<file path="config.mk">
export PLATFORM = sky130hd
export DESIGN_NAME = icache_refill_ctrl_flat
export DESIGN_NICKNAME = d
export VERILOG_FILES = /design/src/rtl/icache_refill_ctrl_if.sv /design/src/rtl/icache_refill_ctrl.sv /design/src/flat_wrapper.sv
export SDC_FILE = /design/constraint.sdc
export NUM_CORES = 1
export LEC_CHECK = 0
export CORE_AREA = 2 2 128 130
export DETAILED_ROUTE_END_ITERATION = 8
export DIE_AREA = 0 0 130 132
export MAX_ROUTING_LAYER = met4
export PLACE_DENSITY = 0.82
export SLEW_MARGIN = 20
export SYNTH_ARGS = -nofsm -noshare
export SYNTH_HDL_FRONTEND = slang
export SYNTH_SLANG_ARGS = --single-unit
</file>
<file path="constraint.sdc">
create_clock -name clk -period 3.6 [get_ports clk]
set_input_delay 0.72 -clock clk [delete_from_list [all_inputs] [get_ports clk]]
set_output_delay 0.72 -clock clk [all_outputs]
set_load 0.01 [all_outputs]
</file>
<file path="src/rtl/icache_refill_ctrl_if.sv">
// Instruction-memory read bus between the icache refill controller and memory.
// One request is outstanding at a time; mem_rvalid completes it.
interface icache_refill_ctrl_if #(
  parameter int DATA_WIDTH = 32
);
  logic                  mem_req;
  logic [31:0]           mem_addr;
  logic                  mem_rvalid;
  logic [DATA_WIDTH-1:0] mem_rdata;

  modport master (
    output mem_req,
    output mem_addr,
    input  mem_rvalid,
    input  mem_rdata
  );

  modport slave (
    input  mem_req,
    input  mem_addr,
    output mem_rvalid,
    output mem_rdata
  );
endinterface

</file>
<file path="src/rtl/icache_refill_ctrl.sv">
// icache_refill_ctrl: miss detection and line refill for the 2-way fetch-stage icache.
// Stalls fetch on a miss and reads the line one word at a time into a line buffer.
// It then strobes the assembled line into the cache for one cycle.
// A branch redirect (flush) abandons the refill, draining any outstanding request first.
// Optional build macro ICACHE_CRITICAL_WORD_FIRST_EN: the request order starts at the
// missed word and wraps. The buffer layout stays indexed by word address.
module icache_refill_ctrl #(
  parameter int DATA_WIDTH = 32,
  parameter int BLOCK_SIZE = 4
) (
  input  logic                             clk,
  input  logic                             rst,
  input  logic [31:0]                      pc,
  input  logic                             pc_valid,
  input  logic                             hit,
  input  logic                             flush,
  output logic                             stall,
  output logic                             fetch_enable,
  output logic [DATA_WIDTH*BLOCK_SIZE-1:0] fetch_data,
  output logic [31:0]                      miss_count,
  icache_refill_ctrl_if.master             mem
);

  localparam int WORD_BITS   = $clog2(BLOCK_SIZE);
  localparam int OFFSET_BITS = WORD_BITS + 2;
  localparam int LINE_BITS   = 32 - OFFSET_BITS;
  localparam logic [WORD_BITS-1:0] LAST_WORD = WORD_BITS'(BLOCK_SIZE - 1);

  typedef enum logic [1:0] {
    IDLE   = 2'd0,
    REFILL = 2'd1,
    FILL   = 2'd2,
    DRAIN  = 2'd3
  } state_t;

  state_t                           state;
  state_t                           state_next;
  logic [LINE_BITS-1:0]             line_addr;
  logic [WORD_BITS-1:0]             word_cnt;
  logic [WORD_BITS-1:0]             req_word;
  logic [DATA_WIDTH*BLOCK_SIZE-1:0] line_buf;
  logic                             miss;
  logic                             start_miss;
  logic                             take_word;
  logic                             mem_req_c;
  logic [31:0]                      mem_addr_c;
  logic                             unused_pc_bits;

  assign miss = pc_valid & ~hit & ~flush;

`ifdef ICACHE_CRITICAL_WORD_FIRST_EN
  logic [WORD_BITS-1:0] start_word;

  assign req_word       = start_word + word_cnt;
  assign unused_pc_bits = ^pc[1:0];

  // Remember which word missed so the refill begins with the critical word.
  always_ff @(posedge clk) begin
    if (rst) begin
      start_word <= '0;
    end else if (start_miss) begin
      start_word <= pc[OFFSET_BITS-1:2];
    end
  end
`else
  assign req_word       = word_cnt;
  assign unused_pc_bits = ^pc[OFFSET_BITS-1:0];
`endif

  assign mem.mem_req  = mem_req_c;
  assign mem.mem_addr = mem_addr_c;
  assign fetch_data   = line_buf;

  // Next-state and output decode; DRAIN keeps the abandoned request alive until memory answers.
  always_comb begin
    state_next   = state;
    stall        = 1'b0;
    mem_req_c    = 1'b0;
    mem_addr_c   = '0;
    fetch_enable = 1'b0;
    start_miss   = 1'b0;
    take_word    = 1'b0;
    case (state)
      IDLE: begin
        stall = miss;
        if (miss) begin
          start_miss = 1'b1;
          state_next = REFILL;
        end
      end
      REFILL: begin
        stall      = 1'b1;
        mem_req_c  = 1'b1;
        mem_addr_c = {line_addr, req_word, 2'b00};
        if (flush) begin
          state_next = mem.mem_rvalid ? IDLE : DRAIN;
        end else if (mem.mem_rvalid) begin
          take_word = 1'b1;
          if (word_cnt == LAST_WORD) begin
            state_next = FILL;
          end
        end
      end
      FILL: begin
        fetch_enable = 1'b1;
        state_next   = IDLE;
      end
      DRAIN: begin
        stall      = 1'b1;
        mem_req_c  = 1'b1;
        mem_addr_c = {line_addr, req_word, 2'b00};
        if (mem.mem_rvalid) begin
          state_next = IDLE;
        end
      end
      default: begin
        state_next = IDLE;
      end
    endcase
  end

  // State register, miss bookkeeping and line-buffer assembly; reset discards any partial line.
  always_ff @(posedge clk) begin
    if (rst) begin
      state      <= IDLE;
      line_addr  <= '0;
      word_cnt   <= '0;
      line_buf   <= '0;
      miss_count <= '0;
    end else begin
      state <= state_next;
      if (start_miss) begin
        line_addr  <= pc[31:OFFSET_BITS];
        word_cnt   <= '0;
        miss_count <= miss_count + 32'd1;
      end
      if (take_word) begin
        line_buf[int'(req_word)*DATA_WIDTH +: DATA_WIDTH] <= mem.mem_rdata;
        word_cnt <= word_cnt + 1'b1;
      end
    end
  end

endmodule

</file>
<file path="src/flat_wrapper.sv">
// flat-port wrapper written by rule: the top's interface ports become plain ports
module icache_refill_ctrl_flat 
#(
  parameter int DATA_WIDTH = 32,
  parameter int BLOCK_SIZE = 4
)
  (clk, rst, pc, pc_valid, hit, flush, stall, fetch_enable, fetch_data, miss_count, mem_mem_req, mem_mem_addr, mem_mem_rvalid, mem_mem_rdata);
  icache_refill_ctrl_if #(.DATA_WIDTH(DATA_WIDTH)) mem_i ();
  input  logic clk;
  input  logic rst;
  input  logic [31:0] pc;
  input  logic pc_valid;
  input  logic hit;
  input  logic flush;
  output logic stall;
  output logic fetch_enable;
  output logic [DATA_WIDTH*BLOCK_SIZE-1:0] fetch_data;
  output logic [31:0] miss_count;
  output wire logic [$bits(mem_i.mem_req)-1:0] mem_mem_req;
  output wire logic [$bits(mem_i.mem_addr)-1:0] mem_mem_addr;
  input wire logic [$bits(mem_i.mem_rvalid)-1:0] mem_mem_rvalid;
  input wire logic [$bits(mem_i.mem_rdata)-1:0] mem_mem_rdata;
  assign mem_mem_req = mem_i.mem_req;
  assign mem_mem_addr = mem_i.mem_addr;
  assign mem_i.mem_rvalid = mem_mem_rvalid;
  assign mem_i.mem_rdata = mem_mem_rdata;
  icache_refill_ctrl #(.DATA_WIDTH(DATA_WIDTH), .BLOCK_SIZE(BLOCK_SIZE)) u_core (.clk(clk), .rst(rst), .pc(pc), .pc_valid(pc_valid), .hit(hit), .flush(flush), .stall(stall), .fetch_enable(fetch_enable), .fetch_data(fetch_data), .miss_count(miss_count), .mem(mem_i));
endmodule
</file>
==> results by group <==
STA
  – Fin. max-slew vios: 0
  – Clock skew: 0.0101 ns
  – TNS Setup: 0 ns
  – Fmax: 319 MHz
  – Worst-Margin Slew: 0.765 ns
  – RSZ-0062 raised after global routing: no
  – Final setup viols: 0
  – Slew headroom: 49.0%
  – Tcrit/Tclk final: 87.1%
  – Tmin final: 3.14 ns
  – Hold Fails Final Rpt: 0

Min path
  – Hold endpoint: u_core.fetch_data[114]
  – Hold Path Origin: u_core.fetch_data[114]
  – WHS Path Cells: 2
  – Worst hold path class: flip-flop to flip-flop

Cells and area
  – Diodes inserted: 0
  – Post-Route Utilization: 68.9%
  – Area grow syn2layout: 45.3%
  – Share of cells above drive strength 1: 6.19%
  – Final Cell Area: 10800 µm²
  – Nets: 1211

Die
  – Die Ht: 132 µm
  – Core Area: 15700 µm²
  – Initial core utilization: 47.4%
  – Placement row count: 46
  – Die ar.: 17200 µm²
  – I/O pins: 265
  – DIE WIDTH: 130 µm

Synth
  – Cell count after synthesis: 904
  – Warnings, synthesis: 0
  – Post-synthesis cell area: 7450 µm²
  – Yosys top cell by area: dfxtp_1
  – Synth Register Bits: 192
  – Post-synth EDFFs: 0
  – Syn Area/Cell: 8.24 µm²
  – Post-synthesis sequential area ratio: 51.6%
  – Commonest cells post-synth: dfxtp_1, nand2_1, a21oi_1, nand3_1, clkbuf_1
  – Top cells by area, synth: dfxtp_1, a21oi_1, nand2_1, nand3_1, clkbuf_1
  – Async S/R FF share, synth: 0%
  – Top-count cell post-synth: dfxtp_1
  – Main synth FF type: dfxtp_1
  – Synth unique cells: 38
  – Share of the synthesized area in the top cell type: 51.6%

Setup path
  – Crit Path Category: primary input to primary output
  – Most Frequent Cell on Critical Path: clkdlybuf4s50_1
  – CP required: 2.88 ns
  – Critical path's slowest cell: clkdlybuf4s50_1
  – CP peak stage delay: 0.58 ns
  – Cell Chain, Critical Path: clkdlybuf4s50_1 -> or4b_1 -> nand2b_1 -> clkdlybuf4s50_1
  – Critical-path maximum fanout: 4
  – R2R depth: 7
  – Worst R2R Setup Slack: 1.24 ns
  – Worst r2r dst: u_core.fetch_data[55]
  – Worst EP arrival: 2.42 ns
  – CP Capture Type: primary output
  – CP Launch Type: primary input
  – Reg2reg start: u_core.req_word[0]

Status
  – Status: complete, no violations

Placed design
  – Placed cell area: 10200 µm²
  – Input/output buffers: 258
  – Hpwl dp: 15.9 mm
  – GP Congestion: 0.845

GRT
  – GR Util met2: 43.5%
  – Grt total ovfl: 0
  – Antenna violations before repair: 0
  – Largest net degree at the start of global routing: 99
  – Grt met1 use: 35.1%
  – First-pass GRT wire length: 36.7 mm
  – Number of global-route vias before repair: 6911
  – M3 GR Usage: 5.97%
  – GRT Util Overall: 27.8%
  – GRT busiest layer: met2

Clock tree
  – Post-CTS Resized: 0
  – CTS tree: yes
  – Root Driver: clkbuf_16
  – Max clock buf depth: 2
  – Reg clk slew, reported paths: 0.07 ns
  – Skew-Pair Late Insertion Delay: 0.42 ns
  – Cts bufs inserted: 17
  – H-tree Lvls: 4
  – # hold bufs at CTS: 0
  – # Post-CTS Setup Buffers: 0
  – Clk sinks: 192

Route
  – Final ANT Viol Nets: 0
  – Drt via density: 5.42
  – DRC errors left: 0
  – DRT Pass-1 Iters: 5
  – Via count: 7390
  – Initial DRC Count: 531
  – Total Wirelength: 23.5 mm
  – Routed WL per cell: 17.2 µm

Power
  – Leak pwr: 3.63 nW
  – Worst vdd ir: 0.307 mV
  – Power Density: 396 nW/µm²
  – Total power: 4.29 mW

Run
  – MaxCap Viol Count: 0
state kept, by name (all words and copies together), names as in the netlist:
name               flops
u_core.fetch_data    128
u_core.miss_count     32
u_core.line_addr      28
u_core.req_word        2
u_core.state           2
area by class of cell:
cell class / count / area [µm²]
clock buffer: 17 / 425
clock inverter: 15 / 170
fill: 1281 / 4880
inverter: 6 / 22.5
multi-input combinational: 636 / 3330
sequential: 192 / 3840
tap: 216 / 270
timing repair buffer: 281 / 2770
per-layer routing:
| layer | up-vias | wire length, µm | part of all wire [%] |
|---|---|---|---|
| met1 | 3508 | 9550 | 41 |
| met3 | 40 | 2000 | 8.5 |
| li1 | 3523 | - | - |
| met5 | - | 0 | 0 |
| met4 | 0 | 637 | 2.7 |
| met2 | 319 | 11300 | 48 |
kinds of logic after synthesis:
kind of cell / count (synthesis) / synth area share [%]
other: 1 / 0.0503
flip-flops: 192 / 51.6
AND/OR/NAND/NOR: 429 / 27.4
adder cells (fa/ha/maj): 7 / 1.18
XOR/XNOR: 25 / 2.94
buffers and inverters: 77 / 4.13
AO/OA/AOI/OAI: 173 / 12.7
cell usage in the layout (no fill, tap or decap), types with 12 or more instances in the layout:
cell type,count
dfxtp_1,191
clkbuf_16,17
nand2_1,172
xnor2_1,13
buf_4,22
a22oi_1,31
a21oi_1,134
clkdlybuf4s50_1,257
and2_1,34
nand3_1,107
xor2_1,12
nor2_1,62
power by group:
part	total [mW]	switching, mW	internal (mW)
registers	2.15	0.0139	2.14
logic	0.217	0.115	0.102
clock network	1.92	0.870	1.05
critical path: cells and delay by family:
kind	cells	cell delay, ns
buffers and inverters	2	1.03
AND/OR/NAND/NOR	2	0.67
worst max path at each step:
stage	slack (ns)	to	cells past startpoint	start
after CTS	0.46	stall	4	flush
after floorplan	1.18	u_core.miss_count[9]	6	flush
after global routing	0.41	stall	4	flush
final	0.46	stall	4	flush
after detailed placement	0.47	stall	4	flush
after global placement	0.49	stall	4	flush
through the flow:
step,instances,hold slack [ns],worst slack [ns]
3_5_place_dp,1331,0.442,0.466
4_1_cts,1363,0.452,0.463
6_report,1363,0.451,0.464
5_1_grt,1363,0.467,0.412
3_3_place_gp,1331,0.436,0.485
2_1_floorplan,905,0.432,1.18
Power figures use the tool's default switching activity.
